$ cat src/rtl/pixel_streamer.sv
// rtl/pixel_streamer.sv - frame buffer replayed as a padded raster valid/ready pixel stream
module pixel_streamer #(
    parameter int WORD_SIZE = 8,
    parameter int ROW_SIZE  = 10,
    parameter int COL_SIZE  = 10,
    parameter int PAD       = 1
) (
    input  logic                 clk,
    input  logic                 rst,
    input  logic                 wr_en,
    input  logic [((ROW_SIZE*COL_SIZE > 1) ? $clog2(ROW_SIZE*COL_SIZE) : 1)-1:0] wr_addr,
    input  logic [WORD_SIZE-1:0] wr_data,
    input  logic                 start,
    output logic                 busy,
    output logic                 done,
    output logic [WORD_SIZE-1:0] out_pixel,
    output logic                 out_valid,
    input  logic                 out_ready,
    output logic                 out_sof,
    output logic                 out_eol,
    output logic                 out_eof
);
    localparam int N  = ROW_SIZE * COL_SIZE;
    localparam int AW = (N > 1) ? $clog2(N) : 1;
    localparam int OW = ROW_SIZE + 2 * PAD;
    localparam int OH = COL_SIZE + 2 * PAD;
    localparam int XW = $clog2(OW + 1);
    localparam int YW = $clog2(OH + 1);

    localparam logic [XW-1:0] X_LO   = XW'(PAD);
    localparam logic [XW-1:0] X_HI   = XW'(PAD + ROW_SIZE);
    localparam logic [XW-1:0] X_LAST = XW'(OW - 1);
    localparam logic [YW-1:0] Y_LO   = YW'(PAD);
    localparam logic [YW-1:0] Y_HI   = YW'(PAD + COL_SIZE);
    localparam logic [YW-1:0] Y_LAST = YW'(OH - 1);

    typedef enum logic [1:0] {IDLE, STREAM, DONE} state_t;

    state_t               state;
    logic [XW-1:0]        x;
    logic [YW-1:0]        y;
    logic [WORD_SIZE-1:0] mem [N];

    logic [XW-1:0]        nx, rx;
    logic [YW-1:0]        ny, ry;
    logic [AW-1:0]        rd_addr;
    logic                 in_img, wr_ok;
    logic                 n_sof, n_eol, n_eof;
    logic [WORD_SIZE-1:0] rd_pix;

    // Everything below describes the pixel that loads on the next accepted edge:
    // (0,0) when starting from IDLE, otherwise the raster successor of (x,y).
    always_comb begin
        nx = '0;
        ny = '0;
        if (state == STREAM) begin
            if (x == X_LAST) begin
                nx = '0;
                ny = y + 1'b1;
            end else begin
                nx = x + 1'b1;
                ny = y;
            end
        end
        in_img  = (nx >= X_LO) && (nx < X_HI) && (ny >= Y_LO) && (ny < Y_HI);
        rx      = nx - X_LO;
        ry      = ny - Y_LO;
        rd_addr = AW'(ry) * AW'(ROW_SIZE) + AW'(rx);
        wr_ok   = wr_en && (state == IDLE) && (32'(wr_addr) < N);
        n_sof   = (nx == '0) && (ny == '0);
        n_eol   = (nx == X_LAST);
        n_eof   = n_eol && (ny == Y_LAST);
        rd_pix  = '0;
        // A write landing with start still has to show up in the first pixel.
        if (in_img) begin
            if (wr_ok && (wr_addr == rd_addr))
                rd_pix = wr_data;
            else
                rd_pix = mem[rd_addr];
        end
    end

    always_ff @(posedge clk) begin
        if (wr_ok)
            mem[wr_addr] <= wr_data;
    end

    always_ff @(posedge clk or negedge rst) begin
        if (!rst) begin
            state     <= IDLE;
            x         <= '0;
            y         <= '0;
            busy      <= 1'b0;
            done      <= 1'b0;
            out_pixel <= '0;
            out_valid <= 1'b0;
            out_sof   <= 1'b0;
            out_eol   <= 1'b0;
            out_eof   <= 1'b0;
        end else begin
            case (state)
                IDLE: begin
                    done <= 1'b0;
                    if (start) begin
                        state     <= STREAM;
                        busy      <= 1'b1;
                        x         <= '0;
                        y         <= '0;
                        out_valid <= 1'b1;
                        out_pixel <= rd_pix;
                        out_sof   <= n_sof;
                        out_eol   <= n_eol;
                        out_eof   <= n_eof;
                    end
                end
                STREAM: begin
                    if (out_valid && out_ready) begin
                        if (out_eof) begin
                            state     <= DONE;
                            done      <= 1'b1;
                            x         <= '0;
                            y         <= '0;
                            out_valid <= 1'b0;
                            out_pixel <= '0;
                            out_sof   <= 1'b0;
                            out_eol   <= 1'b0;
                            out_eof   <= 1'b0;
                        end else begin
                            x         <= nx;
                            y         <= ny;
                            out_pixel <= rd_pix;
                            out_sof   <= n_sof;
                            out_eol   <= n_eol;
                            out_eof   <= n_eof;
                        end
                    end
                end
                DONE: begin
                    done  <= 1'b0;
                    busy  <= 1'b0;
                    state <= IDLE;
                end
                default: state <= IDLE;
            endcase
        end
    end
endmodule
$ cat config.mk
export PLATFORM = sky130hd
export DESIGN_NAME = pixel_streamer
export DESIGN_NICKNAME = d
export VERILOG_FILES = /design/src/rtl/pixel_streamer.sv
export SDC_FILE = /design/constraint.sdc
export NUM_CORES = 1
export LEC_CHECK = 0
export CAP_MARGIN = 30
export CORE_MARGIN = 4
export CORE_UTILIZATION = 37
export CTS_CLUSTER_SIZE = 14
export DETAILED_ROUTE_END_ITERATION = 8
export SLEW_MARGIN = 10
export SYNTH_ARGS = -nofsm -noshare
export SYNTH_HDL_FRONTEND = slang
export SYNTH_SLANG_ARGS = --single-unit
$ cat constraint.sdc
create_clock -name clk -period 11.7 [get_ports clk]
set_input_delay 2.34 -clock clk [delete_from_list [all_inputs] [get_ports clk]]
set_output_delay 2.34 -clock clk [all_outputs]
set_load 0.005 [all_outputs]
==> flow_summary.yaml <==
run:
  maxCapViolations: 0
placement:
  port_buffers: 33
  place_inst: 3215
  finalWeightedCongestion: 0.903
  dp_hpwl_mm: 57.5
logic_synthesis:
  post-synth-top-area-cell: "edfxtp_1"
  synth_area_leaders: "edfxtp_1, mux4_2, nand2_1"
  synthMostInstantiatedCell: "edfxtp_1"
  post_synth.cell_area_avg_um2: 15.9
  yosys.area.top_type_share: 0.719
  synth.yosys.warnings: 0
  synth_simple_gate_area_frac: 0.0972
  compound_cell_area_share_of_the_yosys_netlist: 0.0456
  synth.ff_latch_count: 824
  net_count_after_synthesis: 2133
  synth.cell_area_um2: 33400
  synth_top_family_by_area: "simple AND/OR/NAND/NOR gates"
  synthAdderAreaFrac: 0.00682
  synth-seq-area-share: 0.737
  netlist_instances: 2096
  netlist-cell-type-count: 78
  synth_xor_xnor_area_share: 0.00487
  synth_commonest_cells: "edfxtp_1, nand2_1, nor2_1"
  synth_top_flop_cell: "edfxtp_1"
  synth-edff-count: 800
  postSynth.asyncResetShare: 0.0291
  synth.area.mux_share: 0.0858
floorplan:
  fp.dieArea_um2: 95200
  dieHeight_um: 309
  top_level_pins: 34
  width_of_the_chip_um: 309
  number_of_placement_rows: 109
  initial_utilization: 0.376
  fp.coreArea_um2: 88900
setup_path:
  worstPathArrival_ns: 6.85
  startpoint_type: "flop"
  critical_path_required_ns: 12.24
  critPathMaxFanout: 42
  cp-end-kind: "flop"
  timing.setup.critical_path_class: "flop to flop"
clock_tree:
  root_buffer: "clkbuf_16"
  cts_tree: "done"
  h_tree_lvls: 3
  postCtsResizedCells: 0
  clkTransAtPathRegs_ns: 0.06
  worst_skew_pair.late_latency_ns: 0.65
  postCtsSetupRepairBufs: 0
  numCtsBuffers: 84
  clk_path_buf_depth: 3
  post_cts_hold_buffer_count: 0
  clock-sinks: 824
finish:
  final_cells: 3362
  nNetsFinal: 2174
  fraction_of_final_layout_cells_sized_beyond_drive_strength_1: 0.130
  area_growth_syn_to_layout_pct: 12.7
  fillers: 7846
global_route:
  grt_pass1_wl_mm: 135
  grt_max_degree: 110
  globalRoute.totalOverflow: 0
  grtUsageTotal: 0.193
  first_global_vias: 19200
  antenna_found_initial: 0
sta:
  final_period_minus_worst_setup_slack_ns: 6.31
  timing.final.crit_share: 0.539
  worst_clock_skew_ns: 0.0244
  tns_ns: 0
  fmax_ghz: 0.159
  finalHoldViolations: 0
  maxSlewViolCount: 0
  slew_headroom: 0.271
  rsz0062_at_grt: "no"
  worst_margin_pin_slew_ns: 1.09
  setup-violations-final: 0
routing:
  via_count: 19500
  drt-initial-drc-count: 2271
  detail_route.wl_per_cell_um: 27.5
  drt_pre_antenna_iters: 6
  route.antenna.remaining_nets: 0
  post-route-drc-count: 0
  postRouteWirelength_mm: 92.4
  via_per_inst: 5.80
run_status:
  status: "completed"
min_path:
  holdCritPathClass: "flop to flop"
## cells in the final DEF (no fill, tap or decap), types with 5 or more instances in the layout
cell type,instances
edfxtp_1,800
nand2_1,340
nor2_1,153
nand3_1,130
mux4_2,105
clkbuf_16,84
mux2i_1,50
buf_4,40
nand4_1,35
a21oi_1,28
o21ai_0,26
a32oi_1,25
clkdlybuf4s50_1,25
dfrtp_1,24
a31oi_1,19
clkbuf_1,19
clkinv_1,16
o2111ai_1,16
inv_1,15
a22oi_1,14
ha_1,14
nor3_1,11
nand2b_1,10
and3_1,10
o22ai_1,10
clkinv_2,8
nor2b_1,7
a22o_1,7
a211oi_1,7
bufinv_16,7
nor3b_1,6
xnor2_1,6
xor2_1,6
or3_1,6
nor2_4,5
o221ai_1,5
clkinvlp_4,5
## registers in the layout, indices dropped and copies added (netlist names)
name	cells
out_sof	1
busy	1
out_valid	1
state	2
y	4
x	4
out_eof	1
out_pixel	8
out_eol	1
done	1
mem	800
## layout make-up
type / count / area (µm²) / area share
flip-flops and latches: 824 / 24600 / 0.654
clock buffers: 103 / 2170 / 0.0577
clock inverters: 42 / 453 / 0.0120
well taps: 1165 / 1460 / 0.0387
diodes: 1 / 2.50 / 0.0000664
multi-input cells: 1136 / 8130 / 0.216
inverters: 17 / 68.8 / 0.00183
repair buffers: 74 / 751 / 0.0199
## kinds of logic (layout without fill, tap and decap cells)
| logic type | after synthesis | after routing |
|---|---|---|
| AOI/OAI and AO/OA | 209 | 209 |
| adders and majority gates | 17 | 17 |
| xor gates and xnor gates | 17 | 17 |
| other | 0 | 1 |
| and+or+nand+nor | 738 | 738 |
| buffers and inverters | 136 | 236 |
| DFF | 824 | 824 |
| muxes | 155 | 155 |
## path summary, 6_finish.rpt
| path | startpoint | end | slack [ns] | cells past startpoint |
|---|---|---|---|---|
| worst max-delay path | x[0] | out_pixel[5] | 5.39 | 18 |
| worst min-delay path | out_eol | out_eol | 0.49 | 2 |
| worst max register to register | x[0] | out_pixel[5] | 5.39 | 18 |
| worst min register to register | out_eol | out_eol | 0.49 | 2 |
| max in group asynchronous | rst | out_pixel[1] | 9.36 | 2 |
| min in group asynchronous | rst | x[2] | 2.07 | 2 |
## per-layer routing
metal  track usage  vias to the layer above  routed length [µm]
met4        0.0688                        0                3110
met5             0                        -                   0
li1              -                     8224                   -
met2         0.299                     1086               42400
met1         0.272                    10000               38000
met3        0.0407                      168                8830
## critical path, stage by stage, from the launching register on
cell,delay [ns]
dfrtp_1,0.46
ha_1,0.32
and3b_1,0.36
nor2_4,0.15
buf_4,0.63
inv_6,0.31
ha_1,0.33
xor2_1,0.20
fa_2,0.55
inv_1,0.22
buf_4,0.31
nor2_4,0.47
buf_4,0.46
nand3_1,0.13
a31oi_1,0.19
o2111ai_1,0.24
a32o_1,0.33
and3_1,0.17
a221o_1,0.25
## stage by stage
step	area [µm²]	hold WS [ns]	setup slack (ns)	utilization
finish	37700	0.491	5.39	0.424
global route	37700	0.509	5.00	0.424
CTS	37600	0.492	5.35	0.423
detailed placement	35000	0.479	5.39	0.394
global placement	34900	0.469	5.46	0.392
floorplan	33400	0.471	6.58	-
Power is not shown: default switching activity piles up to over one toggle a cycle in this logic, so the estimate is an artifact.
